==> src/rtl/spi_rx_sequencer.sv <==
// SPI receive sequencer: calibrate, wait for phase lock, then deserialize MSB-first
// bytes into a valid/ready port with frame sideband and automatic stall recovery.
module spi_rx_sequencer #(
    parameter int unsigned FRAME_BYTES  = 1200,
    parameter int unsigned IDLE_TIMEOUT = 255,
    parameter int unsigned CAL_TIMEOUT  = 4095
) (
    input  logic       CLK_40,
    input  logic       reset,
    input  logic       start,
    input  logic       stop,
    input  logic       err_clear,
    input  logic       cal_done,
    input  logic [4:0] phase_adjust,
    input  logic       SPI_falling_edge,
    input  logic       data_in,
    output logic       phase_cal_en,
    output logic [7:0] byte_data,
    output logic       byte_sof,
    output logic       byte_eof,
    output logic       byte_valid,
    input  logic       byte_ready,
    output logic       frame_done,
    output logic       overflow,
    output logic       timeout_err,
    output logic       cal_err,
    output logic       busy
);

    localparam int unsigned IDX_W = (FRAME_BYTES > 1) ? $clog2(FRAME_BYTES) : 1;
    localparam int unsigned IT_W  = $clog2(IDLE_TIMEOUT + 1);
    localparam int unsigned CT_W  = $clog2(CAL_TIMEOUT + 1);
    localparam logic [IDX_W-1:0] LAST_IDX = IDX_W'(FRAME_BYTES - 1);
    localparam logic [IT_W-1:0]  IDLE_MAX = IT_W'(IDLE_TIMEOUT);
    localparam logic [CT_W-1:0]  CAL_MAX  = CT_W'(CAL_TIMEOUT);

    typedef enum logic [1:0] {S_IDLE, S_CAL, S_RECV} state_t;

    state_t           state;
    logic [4:0]       sample_cnt;
    logic             armed;
    logic [2:0]       bit_cnt;
    logic [6:0]       shreg;
    logic [IDX_W-1:0] byte_idx;
    logic [IT_W-1:0]  idle_timer;
    logic [CT_W-1:0]  cal_timer;

    logic slot_free;
    logic stalled;

    assign slot_free = !byte_valid || byte_ready;
    assign stalled   = (idle_timer == IDLE_MAX) && ((bit_cnt != '0) || (byte_idx != '0));

    always_ff @(posedge CLK_40) begin
        if (reset) begin
            state        <= S_IDLE;
            phase_cal_en <= 1'b0;
            busy         <= 1'b0;
            sample_cnt   <= '0;
            armed        <= 1'b0;
            bit_cnt      <= '0;
            shreg        <= '0;
            byte_idx     <= '0;
            idle_timer   <= '0;
            cal_timer    <= '0;
            byte_data    <= '0;
            byte_sof     <= 1'b0;
            byte_eof     <= 1'b0;
            byte_valid   <= 1'b0;
            frame_done   <= 1'b0;
            overflow     <= 1'b0;
            timeout_err  <= 1'b0;
            cal_err      <= 1'b0;
        end else begin
            frame_done <= 1'b0;
            // Sticky sets later in this block override the clear.
            if (err_clear) begin
                overflow    <= 1'b0;
                timeout_err <= 1'b0;
                cal_err     <= 1'b0;
            end
            if (byte_valid && byte_ready)
                byte_valid <= 1'b0;

            if (stop) begin
                state        <= S_IDLE;
                phase_cal_en <= 1'b0;
                busy         <= 1'b0;
                armed        <= 1'b0;
                bit_cnt      <= '0;
                shreg        <= '0;
            end else begin
                case (state)
                    S_IDLE: begin
                        if (start) begin
                            state        <= S_CAL;
                            phase_cal_en <= 1'b1;
                            busy         <= 1'b1;
                            armed        <= 1'b0;
                            bit_cnt      <= '0;
                            shreg        <= '0;
                            byte_idx     <= '0;
                            cal_timer    <= '0;
                        end
                    end
                    S_CAL: begin
                        if (cal_done) begin
                            state      <= S_RECV;
                            armed      <= 1'b0;
                            idle_timer <= '0;
                        end else if (cal_timer == CAL_MAX) begin
                            state        <= S_IDLE;
                            phase_cal_en <= 1'b0;
                            busy         <= 1'b0;
                            cal_err      <= 1'b1;
                        end else begin
                            cal_timer <= cal_timer + CT_W'(1);
                        end
                    end
                    S_RECV: begin
                        if (stalled) begin
                            state       <= S_CAL;
                            cal_timer   <= '0;
                            timeout_err <= 1'b1;
                            armed       <= 1'b0;
                            bit_cnt     <= '0;
                            shreg       <= '0;
                            byte_idx    <= '0;
                        end else if (SPI_falling_edge) begin
                            idle_timer <= '0;
                            sample_cnt <= phase_adjust;
                            armed      <= 1'b1;
                        end else begin
                            if (idle_timer != IDLE_MAX)
                                idle_timer <= idle_timer + IT_W'(1);
                            if (armed) begin
                                if (sample_cnt == '0) begin
                                    shreg   <= {shreg[5:0], data_in};
                                    armed   <= 1'b0;
                                    bit_cnt <= bit_cnt + 3'd1;
                                    if (bit_cnt == 3'd7) begin
                                        // A full slot drops the byte but the frame position still advances.
                                        if (slot_free) begin
                                            byte_data  <= {shreg, data_in};
                                            byte_valid <= 1'b1;
                                            byte_sof   <= (byte_idx == '0);
                                            byte_eof   <= (byte_idx == LAST_IDX);
                                            frame_done <= (byte_idx == LAST_IDX);
                                        end else begin
                                            overflow <= 1'b1;
                                        end
                                        byte_idx <= (byte_idx == LAST_IDX) ? '0 : byte_idx + IDX_W'(1);
                                    end
                                end else begin
                                    sample_cnt <= sample_cnt - 5'd1;
                                end
                            end
                        end
                    end
                    default: begin
                        state        <= S_IDLE;
                        phase_cal_en <= 1'b0;
                        busy         <= 1'b0;
                    end
                endcase
            end
        end
    end

endmodule

==> config.mk <==
export PLATFORM = sky130hd
export DESIGN_NAME = spi_rx_sequencer
export DESIGN_NICKNAME = d
export VERILOG_FILES = /design/src/rtl/spi_rx_sequencer.sv
export SDC_FILE = /design/constraint.sdc
export NUM_CORES = 1
export LEC_CHECK = 0
export CORE_AREA = 3 3 74 128
export CTS_BUF_LIST = sky130_fd_sc_hd__clkbuf_8 sky130_fd_sc_hd__clkbuf_16
export CTS_CLUSTER_DIAMETER = 40
export DETAILED_ROUTE_END_ITERATION = 10
export DIE_AREA = 0 0 77 131
export PLACE_DENSITY = 0.58
export SYNTH_ARGS = -nofsm -noshare
export SYNTH_HDL_FRONTEND = slang
export SYNTH_SLANG_ARGS = --single-unit
==> constraint.sdc <==
create_clock -name CLK_40 -period 5.5 [get_ports CLK_40]
set_clock_uncertainty 0.1 [all_clocks]
set_input_delay 1.1 -clock CLK_40 [delete_from_list [all_inputs] [get_ports CLK_40]]
set_output_delay 1.1 -clock CLK_40 [all_outputs]
set_load 0.01 [all_outputs]
---- Yosys cells after proc, flatten, opt, wreduce, memory -nomap -nowiden ----
Index checks and enable logic that the tools add are counted.
cells by class
  $add $sub $neg .......................... 5
  eq/ne operators ......................... 21
  muxes and demuxes ....................... 76
  bitwise logic cells ..................... 8
  reductions and logical operators ........ 25
operator list
  operator                 number
  $mux W11                 7
  $mux W12                 4
  $mux W1                  36
  $pmux W12 S3             1
  $mux W7                  5
  $mux W8                  4
  $pmux W11 S2             1
  $ne A3 B3 Y1 const B     6
  $ne A2 B2 Y1 const B     8
  $pmux W8 S2              1
  $mux W3                  5
  $mux W5                  3
  $reduce_and A5 Y1        3
  $pmux W7 S2              1
  $add A12 B1 Y12 const B  1
  $eq A12 B12 Y1 const B   1
  $add A11 B1 Y11 const B  1
  $eq A11 B11 Y1 const B   1
  $logic_not A11 Y1        1
  $reduce_bool A11 Y1      1
  $reduce_or A9 Y1         1
  $add A8 B1 Y8 const B    1
  $eq A8 B8 Y1 const B     1
  $mux W2                  4
  other kinds (23)         37
word-level totals
  bits in registers ....................... 65
  input bits .............................. 14
  word-level logic and storage cells ...... 152

---- Depth between registers and ports, before layout ----
  word-level depth ........................ 10
  gate-level depth with buffers ........... 9
  mapped depth without buffers ............ 7

---- Worst setup path before layout ----
Ideal clock, no wire load.
  path type ............................... input-to-reg
  start ................................... input stop
  end ..................................... register cal_timer[1]
  library setup time ...................... 0.070 ns
  arrival ................................. 2.487 ns
  data required time ...................... 5.330 ns
  setup slack ............................. 2.842 ns
  stages .................................. 6
  cells stage by stage .................... clkbuf_1 > nor4_1 > o21ai_1 > clkbuf_1 > or3_1 > a21oi_1
on the way
  word-level cells in the longest chain between the ends .. 2
ends and longest elaborated chain
  item                                RTL line  source
  from (decl)                         11        input logic stop,
  $not A1 Y1 (no source line)         --
  $reduce_and A6 Y1 (no source line)  --
  to (signal assigned)                117       cal_timer <= cal_timer + CT_W'(1);
  to (decl)                           46        logic [CT_W-1:0] cal_timer;
No other way between the ends.
A chain may end at the register's enable or synchronous reset.

---- Final worst setup path ----
  start ................................... input SPI_falling_edge
  end ..................................... register byte_sof
on the way
  word-level cells in the longest chain between the ends .. 2
ends and longest elaborated chain
  item                                RTL line  source
  from (decl)                         15        input logic SPI_falling_edge,
  $not A1 Y1 (no source line)         --
  $reduce_and A8 Y1 (no source line)  --
  to (signal assigned)                146       byte_sof <= (byte_idx == '0);
  to (decl)                           19        output logic byte_sof,
No other way between the ends.

==> flow_summary_export.csv <==
group,metric,value,unit
status,status,"complete, no violations",
timing,fin_crit_sh,64.62,%
place,port_buffers,30,
synthesis,synth.avg_cell_area,8.270,um^2
timing,setup_violations,0,
cts,clockRootBuffer,"clkbuf_16",
cts,cts_sinks,65,
timing,slew_viol_final,0,
cts,clk_latency,0.33,ns
pwr,p_sw,248.0,uW
synthesis,syn-num-nets,433,
timing,relSlewSlack,29.25,%
synthesis,seq_area_frac_synth,38.38,%
timing,setup-tns-final,0,ns
floorplanning,io_pins,31,
detailed_routing,drt-total-wl,8635,um
pwr,p_leak,1.433,nW
synthesis,ys.flop_type,"dfxtp_1",
worst_hold_path,worstHoldPathType,"flip-flop to flip-flop",
cts,clockBufferDepth,2,
timing,fmax,281.4,MHz
synthesis,syn_inst,410,
pwr,seqPwrFrac,40.8,%
cts,hold_buffers,0,
floorplanning,core-area,8615,um^2
synthesis,yosys.cell_types.count,51,
floorplanning,start_util,39.36,%
timing,hold_viol_final,0,
cts,clk_pin_slew,0.05,ns
floorplanning,die_h,131,um
global_route,grt_antenna_before_repair,0,
detailed_routing,first_iter_violations,197,
layout,drive_above_1_share,6.178,%
cts,postCtsSetupBuffers,0,
layout,final_cell_mix,"dfxtp_1 (65), nor2_1 (35), nand2_1 (35)",
cts,ctsResizeCount,0,
timing,grt_setup_unrepaired,"false",
pwr,power.total,1.163,mW
layout,multi_input_area,1944,um^2
layout,final_net_count,455,
pwr,power.density,283.5,nW/um^2
detailed_routing,first_pass_iters,4,
global_route,globalRouteOverflowTotal,0,
timing,tightest_slew,1.061,ns
place,dpl_worst_slack,1.605,ns
global_route,track_usage,17.84,%
detailed_routing,wire_per_inst,15.59,um
pwr,combPwrFrac,5.5,%
synthesis,synth_edf_count,0,
synthesis,synth_warnings,0,
setup_path,required,5.66,ns
detailed_routing,viasPerCell,5.722,
layout,fill_cells,853,
floorplanning,fp.dieW,77,um
setup_path,crit_path_max_fanout,24,
detailed_routing,vias,3170,
synthesis,synth_seq_cells,65,
cts,cts_max_level,3,
setup_path,critPathArrivalTime,3.72,ns
cts,numCtsBuffers,9,
cts,cts_tree,"built",
global_route,grt_pass1_wl,14480,um
pwr,intPower,914.7,uW
layout,syn2layout_area_growth,20.96,%
place,detailed_place_hpwl,6035,um
setup_path,rr_worst_depth,7,
global_route,grt_max_degree,42,
layout,insertedDiodeCount,0,
pwr,ir_drop,0.0001971,V
floorplanning,num_rows,45,
synthesis,ys_async_sr_fraction,0,%
layout,seq_area,1301,um^2
run,cap_violations,0,
setup_path,setup.worst_path.end_class,"flip-flop",
setup_path,startpoint_type,"input pin",
global_route,grt_pass1_vias,3093,
timing,setup_ws,1.946,ns
detailed_routing,ant_nets,0,
synthesis,synth_area,3391,um^2
worst_hold_path,min_path_cells,2,
setup_path,worst-setup-path-type,"input pin to flip-flop",
layout,layout_commonest_cell,"dfxtp_1",
timing,min_period,3.554,ns
layout,fin_util,47.61,%
floorplanning,dieArea,10090,um^2
pwr,switching_share,21.33,%
pwr,clkPwrFrac,53.7,%
detailed_routing,drc,0,
place,routabilityCongestion,0.8312,
through the flow:
stage	area [um^2]	hold WS, ns	cells
floorplan	3391	0.3374	410
global placement	3771	0.3497	538
detailed placement	3771	0.3548	538
CTS	4101	0.3680	554
global route	4101	0.3864	554
finish	4101	0.3618	554
per-layer routing:
layer  global-route usage (%)  up-vias  wire, um
met1                    20.09     1522      3654
met4                    8.071        0       130
met2                    32.07       55      4550
met3                    4.047       12       299
met5                        0        -         0
li1                         -     1581         -
power groups by stage:
stage	combinational, mW	clock (mW)	sequential (mW)
after floorplan	0.0397	0	0.484
after global placement	0.0631	0	0.485
after detailed placement	0.0638	0	0.485
after CTS	0.0640	0.636	0.475
after global routing	0.0695	0.655	0.475
final	0.0635	0.624	0.475
state kept, by name (all words and copies together) (netlist names), 2 cells and up:
name,flops
bit_cnt,3
byte_data,8
byte_idx,11
cal_timer,12
idle_timer,8
sample_cnt,5
shreg,7
state,2
area by class of cell:
cell class                 count  area share (%)
multi-input combinational    308           47.41
clock inverter                 5           1.891
timing repair buffer          33           7.871
inverter                      15           1.373
sequential                    65           31.73
tap                          117           3.569
clock buffer                  11           6.162
kinds of logic after synthesis:
logic type	synth area share (%)
buffers and inverters	4.280
adder cells (fa/ha/maj)	3.321
flip-flops	38.38
AO/OA/AOI/OAI	19.56
multiplexers	6.199
AND/OR/NAND/NOR	28.27
worst max-delay path, cell delays in order:
cell	delay (ns)
clkdlybuf4s50_1	0.84
or3_4	0.59
a2111o_1	0.64
or3_1	0.40
a21oi_1	0.14
worst paths after layout:
check                         from             to  slack, ns
setup / recovery  SPI_falling_edge       byte_sof       1.95
hold / removal            shreg[6]       shreg[6]       0.36
setup reg to reg     idle_timer[0]  cal_timer[11]       2.30
hold reg to reg           shreg[6]       shreg[6]       0.36
cell usage after synthesis (6+ instances only):
master	number	area share (%)
a211oi_1	6	1.3
a21oi_1	32	4.7
a31oi_1	8	1.5
and3_1	6	1.1
clkbuf_1	17	1.9
dfxtp_1	65	38
ha_1	9	3.3
inv_1	14	1.5
mux2i_1	21	6.2
nand2_1	35	3.9
nand3_1	30	4.4
nand4_1	11	2.0
nor2_1	35	3.9
nor3_1	13	1.9
o21ai_0	13	1.9
o31ai_1	13	2.9
or4_1	11	2.4
No activity file was read; power rests on OpenSTA's default activity.
